`src/rtl/serial_sub_pkg.sv`:
```
// Shared definitions for the bit-serial subtracter: FSM state encoding
// and the default operand width.
package serial_sub_pkg;

    localparam int DEFAULT_WIDTH = 8;

    typedef enum logic [1:0] {
        IDLE  = 2'd0,
        SHIFT = 2'd1,
        DONE  = 2'd2
    } state_t;

endpackage

```
`src/rtl/full_subtracter.sv`:
```
// One-bit full subtracter: d = a - b - bin, built from two half
// subtracters whose borrows are merged with an OR gate.
module full_subtracter (
    input  logic a,
    input  logic b,
    input  logic bin,
    output logic d,
    output logic bout
);

    logic d_ab;
    logic bout_ab;
    logic bout_bin;

    // First stage subtracts b from a.
    half_subtracter u_hs_ab (
        .a    (a),
        .b    (b),
        .d    (d_ab),
        .bout (bout_ab)
    );

    // Second stage subtracts the incoming borrow from the partial difference.
    half_subtracter u_hs_bin (
        .a    (d_ab),
        .b    (bin),
        .d    (d),
        .bout (bout_bin)
    );

    // At most one stage can borrow, so OR-ing them gives the outgoing borrow.
    assign bout = bout_ab | bout_bin;

endmodule

```
`src/rtl/half_subtracter.sv`:
```
// One-bit half subtracter: d = a - b, bout set when b exceeds a.
module half_subtracter (
    input  logic a,
    input  logic b,
    output logic d,
    output logic bout
);

    assign d    = a ^ b;
    assign bout = ~a & b;

endmodule

```
`src/rtl/serial_subtracter.sv`:
```
// Bit-serial unsigned subtracter: computes diff = a - b (mod 2^WIDTH) one
// bit per clock, LSB first, through a single full subtracter stage.
// The result and final borrow are published only when an operation
// completes, so partial results never appear on the outputs.
module serial_subtracter
    import serial_sub_pkg::*;
#(
    parameter int WIDTH = DEFAULT_WIDTH
) (
    input  logic             clk,
    input  logic             rst,
    input  logic             start,
    input  logic [WIDTH-1:0] a,
    input  logic [WIDTH-1:0] b,
    output logic             busy,
    output logic             done,
    output logic [WIDTH-1:0] diff,
    output logic             borrow_out
);

    // Wide enough to hold WIDTH itself, so the count never wraps mid-operation.
    localparam int CW = $clog2(WIDTH + 1);
    localparam logic [CW-1:0] LAST_COUNT = CW'(WIDTH - 1);

    state_t           state_q;
    state_t           state_next;
    logic [WIDTH-1:0] a_q;
    logic [WIDTH-1:0] b_q;
    logic [WIDTH-2:0] res_q;       // upper bits of the partial result
    logic [WIDTH-1:0] res_next;    // partial result including this cycle's bit
    logic             bor_q;
    logic [CW-1:0]    count_q;
    logic             d_bit;
    logic             bor_next;
    logic             last_bit;

    // The single per-bit datapath stage, fed by the operand LSBs.
    full_subtracter u_fs (
        .a    (a_q[0]),
        .b    (b_q[0]),
        .bin  (bor_q),
        .d    (d_bit),
        .bout (bor_next)
    );

    assign last_bit = (count_q == LAST_COUNT);
    assign res_next = {d_bit, res_q};
    assign busy     = (state_q == SHIFT);
    assign done     = (state_q == DONE);

    // State register.
    always_ff @(posedge clk or posedge rst) begin
        // NOTE: sequential state uses non-blocking assignments so every flop
        // samples pre-edge values regardless of block evaluation order.
        if (rst) begin
            state_q <= IDLE;
        end else begin
            state_q <= state_next;
        end
    end

    // Next-state logic: IDLE -> SHIFT on start, SHIFT for WIDTH cycles, one DONE cycle.
    always_comb begin
        // NOTE: default first so every path assigns state_next and no latch is inferred.
        state_next = state_q;
        case (state_q)
            IDLE:    if (start) state_next = SHIFT;
            SHIFT:   if (last_bit) state_next = DONE;
            DONE:    state_next = IDLE;
            default: state_next = IDLE;
        endcase
    end

    // Operand capture, serial shifting, and result publication.
    always_ff @(posedge clk or posedge rst) begin
        // NOTE: the operand and result registers are reset as well, so an
        // aborted operation leaves no stale data behind.
        if (rst) begin
            a_q        <= '0;
            b_q        <= '0;
            res_q      <= '0;
            bor_q      <= 1'b0;
            count_q    <= '0;
            diff       <= '0;
            borrow_out <= 1'b0;
        end else begin
            case (state_q)
                IDLE: begin
                    if (start) begin
                        a_q     <= a;
                        b_q     <= b;
                        bor_q   <= 1'b0;
                        count_q <= '0;
                    end
                end
                SHIFT: begin
                    a_q     <= a_q >> 1;
                    b_q     <= b_q >> 1;
                    res_q   <= res_next[WIDTH-1:1];
                    bor_q   <= bor_next;
                    count_q <= count_q + CW'(1);
                    if (last_bit) begin
                        diff       <= res_next;
                        borrow_out <= bor_next;
                    end
                end
                default: ;
            endcase
        end
    end

endmodule

```
`config.mk`:
```
export PLATFORM = sky130hd
export DESIGN_NAME = serial_subtracter
export DESIGN_NICKNAME = d
export VERILOG_FILES = /design/src/rtl/serial_sub_pkg.sv /design/src/rtl/full_subtracter.sv /design/src/rtl/half_subtracter.sv /design/src/rtl/serial_subtracter.sv
export SDC_FILE = /design/constraint.sdc
export NUM_CORES = 1
export LEC_CHECK = 0
export CORE_AREA = 8 8 72 74
export DETAILED_ROUTE_END_ITERATION = 8
export DIE_AREA = 0 0 80 82
export PLACE_DENSITY_LB_ADDON = 0.12
export SYNTH_ARGS = -nofsm -noshare
export SYNTH_HDL_FRONTEND = slang
export SYNTH_SLANG_ARGS = --single-unit
```
`constraint.sdc`:
```
create_clock -name clk -period 2 [get_ports clk]
set_input_delay 0.4 -clock clk [delete_from_list [all_inputs] [get_ports clk]]
set_output_delay 0.4 -clock clk [all_outputs]
set_load 0.005 [all_outputs]
```
Yosys cells after proc, flatten, opt, wreduce, memory -nomap -nowiden
Index checks and enable logic that the tools add are counted.
{"block": "word_totals", "reg_bits": 39, "input_bits": 19, "out_inout_bits": 11, "wordCells": 37}
{"block": "classes", "addsub": 1, "n_eq_ne": 5, "n_mux": 11, "bitwise_logic": 7, "reduce_logical": 5}
{"cell": "one-hot mux 8 bit (2 select lines)", "count": 2}
{"cell": "two-way mux 8 bit", "count": 2}
{"cell": "one-hot mux 4 bit (2 select lines)", "count": 1}
{"cell": "AND reduction 2 bit", "count": 3}
{"cell": "adder 4 x 1 -> 4 bit (second input constant)", "count": 1}
{"cell": "== test 4 x 3 -> 1 bit (second input constant)", "count": 1}
{"cell": "two-way mux 2 bit", "count": 2}
{"cell": "two-way mux 4 bit", "count": 1}
{"cell": "one-hot mux 2 bit (2 select lines)", "count": 1}
{"cell": "AND 1 bit", "count": 2}
{"cell": "== test 2 x 1 -> 1 bit (second input constant)", "count": 1}
{"cell": "== test 2 bit (second input constant)", "count": 1}
{"cell": "logical NOT 2 bit", "count": 1}
{"cell": "!= test 2 x 1 -> 1 bit (second input constant)", "count": 1}
{"cell": "!= test 2 bit (second input constant)", "count": 1}
{"cell": "NOT 1 bit", "count": 2}
{"cell": "one-hot mux 1 bit (2 select lines)", "count": 1}
{"cell": "nonzero test 2 bit", "count": 1}
{"cell": "bitwise XOR 1 bit", "count": 2}
{"cell": "two-way mux 1 bit", "count": 1}
{"cell": "OR 1 bit", "count": 1}

Longest topological paths before layout
{"block": "logic_depth", "word_depth": 5, "depth_mapped": 7, "mapped_depth_nobuf": 4}

Modules after synthesis
Synthesis repeated with hierarchy kept, for this count alone.
{"block": "hier_totals", "cells_unflattened": 157, "hier_area_um2": 1630.3}
{"module": "serial_subtracter", "instances": 1, "cells_per_inst": 150, "area_per_inst_um2": 1584.0, "seq_area_each_um2": 975.9}
{"module": "half_subtracter", "instances": 2, "cells_per_inst": 3, "area_per_inst_um2": 20.0, "seq_area_each_um2": 0.0}
{"module": "full_subtracter", "instances": 1, "cells_per_inst": 1, "area_per_inst_um2": 6.3, "seq_area_each_um2": 0.0}

Least setup slack after synthesis
Ideal clock, no wire load.
{"block": "synth_path", "path_type": "reg2out", "start": "register state_q[1]", "end": "output busy", "t_arrival_ps": 1073, "required_ps": 1600, "slack_ps": 527, "stages_incl_launch_ff": 6, "n_path_buf": 3, "cell_sequence": "dfrtp_1 > buf_6 > nand2b_4 > buf_2 > inv_2 > buf_2"}
{"block": "synth_via", "elab_chain_cells": 1}
{"element": "from (decl)", "line_no": "serial_subtracter.sv:25", "rtl": "state_t state_q;"}
{"element": "from (signal assigned)", "line_no": "serial_subtracter.sv:58", "rtl": "state_q <= state_next;"}
{"element": "== test 2 x 1 -> 1 bit", "line_no": "serial_subtracter.sv:48", "rtl": "assign busy = (state_q == SHIFT);"}
{"element": "to (decl)", "line_no": "serial_subtracter.sv:15", "rtl": "output logic busy,"}
Every way passes these cells.

Final worst setup path
{"block": "layout_path", "start": "register state_q[1]", "end": "output done"}
{"block": "layout_via", "elab_chain_cells": 1}
{"element": "== test 2 bit", "line_no": "serial_subtracter.sv:49", "rtl": "assign done = (state_q == DONE);"}
{"element": "to (decl)", "line_no": "serial_subtracter.sv:16", "rtl": "output logic done,"}
Every way passes these cells.

==> results.py <==
metrics = {
    "sta": {
        "period_minus_slack_ns": 1.90,
        "setup_viol": 0,
        "max_freq_ghz": 0.525,
        "rsz0062_at_grt": "no",
        "hold_viol_final": 0,
        "drv_slew": 0,
        "tightest_slew_ns": 0.513,
        "skew_ns": 0.00435,
        "hold-worst-slack_ns": 0.482,
        "slew_headroom_pct": 65.7,
        "finalSetupTns_ns": 0,
        "period_share_pct": 95.2,
    },
    "grt": {
        "grt_pass1_wl_um": 6540,
        "met3_usage_pct": 4.27,
        "grt_max_degree": 40,
        "antenna_found_initial": 0,
        "grt_use_total_pct": 12.6,
        "grt_overflow": 0,
        "grt_pass1_vias": 1398,
        "met2_usage_pct": 21.7,
        "grtUsageMet1_pct": 14.5,
        "gr-max-usage-layer": "met2",
    },
    "routing": {
        "drt_iter0_drc": 71,
        "dr.pass1.iters": 4,
        "routedWlPerCell_um": 15.2,
        "viasPerCell": 5.07,
        "vias": 1277,
        "ant_nets": 0,
        "drc": 0,
        "wl_um": 3820,
    },
    "clock_tree": {
        "holdBufCountCts": 0,
        "htree_levels": 2,
        "cts.sinks": 39,
        "clk_path_buf_depth": 2,
        "cts_root_buffer": "clkbuf_8",
        "clkTransAtPathRegs_ns": 0.07,
        "clk_latency_ns": 0.29,
        "cts_tree": "done",
        "cts_buffers": 5,
    },
    "status": {
        "status": "complete, no violations",
    },
    "place": {
        "dp_hpwl_um": 2650,
        "gp_congestion": 0.816,
        "placedCellCount": 243,
        "portBuffers": 29,
    },
    "layout": {
        "stdcell_count": 252,
        "nFillCells": 373,
        "syn_to_final_growth_pct": 29.1,
        "layout-drive-gt1-share_pct": 14.5,
        "post-route-util_pct": 54.2,
        "multi_input_area_sq_um": 691,
        "diodes": 0,
        "fin_nets": 220,
        "seqCellArea_sq_um": 977,
    },
    "floorplanning": {
        "die_y_um": 82,
        "pin_count": 30,
        "fp-row-count": 24,
        "start_util_pct": 42.0,
        "die_area_sq_mm": 0.00656,
        "die_x_um": 80,
        "coreArea_sq_mm": 0.00414,
    },
    "setup_path": {
        "ff2ff_setup_slack_ns": 0.35,
        "required_ns": 1.60,
        "crit_path_start_kind": "register",
        "crit_slowest_cell": "clkdlybuf4s50_1",
        "cp.buffers_inverters": 2,
        "ff2ff_path_depth": 4,
        "critical_path.endpoint_type": "primary output",
        "cp.arrival_ns": 1.50,
        "crit_cells": 3,
        "crit_fanout": 10,
        "rr_endpoint": "diff[2]",
        "path_delay_family": "buffers and inverters",
        "timing.rr.start": "count_q[0]",
        "path_class": "register to primary output",
        "critical_path.max_stage_delay_ns": 0.51,
        "crit_chain": "buf_4 -> nor2b_1 -> clkdlybuf4s50_1",
    },
    "run": {
        "drv_cap": 0,
    },
    "logic_synthesis": {
        "synth_nets": 185,
        "syn_area_per_cell_sq_um": 10.6,
        "ys_warn_count": 0,
        "synth-seq-area-share_pct": 56.1,
        "synth.distinct_cells": 27,
        "netlist_area_sq_mm": 0.00174,
        "ys_ff_latch": 39,
        "synth_cells": 164,
    },
    "min_path": {
        "holdPathStages": 2,
        "hold_class": "register to register",
        "hold-path-endpoint": "res_q[0]",
        "min-delay-start": "res_q[0]",
    },
    "power": {
        "ir_drop_mv": 0.678,
        "p_leak_nw": 1.03,
        "pwr_density_cell_mw_per_mm2": 1390,
    },
}
metal layers:
| metal | part of all wire [%] | up-vias |
|---|---|---|
| li1 | - | 635 |
| met1 | 44 | 612 |
| met2 | 50 | 26 |
| met3 | 5.2 | 4 |
| met4 | 0.97 | 0 |
| met5 | 0 | - |
cells by family after synthesis:
kind of cell	Yosys count	share of synthesized area (%)
mux	10	6.40
buf+inv	16	4.17
flops	39	56.1
simple gates	52	15.9
fa+ha+maj	2	1.87
compound gates	45	15.5
stage by stage:
| step | total power [mW] | worst slack [ns] | instance area [sq um] |
|---|---|---|---|
| final | 3.12 | 0.0966 | 2250 |
| after global placement | 2.34 | 0.340 | 2100 |
| after floorplan | 1.94 | 0.527 | 1740 |
| after detailed placement | 2.38 | 0.296 | 2100 |
| after CTS | 3.17 | 0.0208 | 2240 |
| after global routing | 3.36 | 0.0148 | 2250 |
Yosys cell counts (all sizes together):
library cell,n,area (sq um)
dfrtp,39,976
nand2,31,116
o21ai,15,75.1
a21oi,14,70.1
mux2,9,101
nor2b,9,56.3
a22oi,7,52.6
and3b,7,61.3
buf,6,35.0
inv,6,22.5
a22o,4,35.0
clkbuf,4,15.0
nor2,2,7.51
a2bb2oi,1,8.76
a31oi,1,6.26
a41oi,1,8.76
fa,1,20.0
ha,1,12.5
mux2i,1,10.0
nand2b,1,13.8
nand3,1,5.00
nor3,1,16.3
o21bai,1,7.51
o22ai,1,6.26
cells in the final DEF, fill, tap and decap left out, drive strengths merged, types with 2 or more instances in the layout:
cell           instances
buf                    9
o21ai                 15
nand2                 31
a22o                   4
nor2b                  9
nor2                   2
mux2                   9
dfrtp                 39
a21oi                 14
and3b                  7
clkdlybuf4s50         29
inv                    6
bufinv                 2
a22oi                  7
clkbuf                 6
cell type report:
cell class | instances | share of cell area, %
clock inverter | 2 | 2.67
tap | 52 | 2.90
inverter | 6 | 1.00
sequential | 39 | 43.5
multi-input combinational | 109 | 30.8
timing repair buffer | 38 | 15.9
clock buffer | 6 | 3.23
worst register-to-register path, stage by stage (launching register included):
cell,delay [ns]
dfrtp_1,0.41
ha_1,0.20
nand2_1,0.10
nor3_4,0.42
mux2_2,0.39
worst max path at each step:
stage	startpoint	end	slack (ns)
final	state_q[1]	done	0.1
after global routing	state_q[1]	done	0.01
after CTS	state_q[0]	busy	0.02
after detailed placement	state_q[0]	diff[2]	0.30
after global placement	state_q[0]	diff[5]	0.34
after floorplan	state_q[1]	busy	0.53
state kept, by name, summed over array words and instances, names as in the netlist:
name,cells
state_q,2
bor_q,1
a_q,8
borrow_out,1
count_q,4
res_q,7
diff,8
b_q,8
power breakdown:
part	leakage [nW]	switching, mW	internal (mW)
combinational	0.465	0.482	0.554
clock	0.0654	0.263	0.498
sequential	0.499	0.226	1.10
total	1.03	0.970	2.15
what timing repair did:
item | 4_1_cts | 5_1_grt
setup endpoints to repair | 0 | 2
buffers inserted | 0 | 1
resized for setup | 0 | 1
Note: power is estimated with default switching activity, not from simulation.
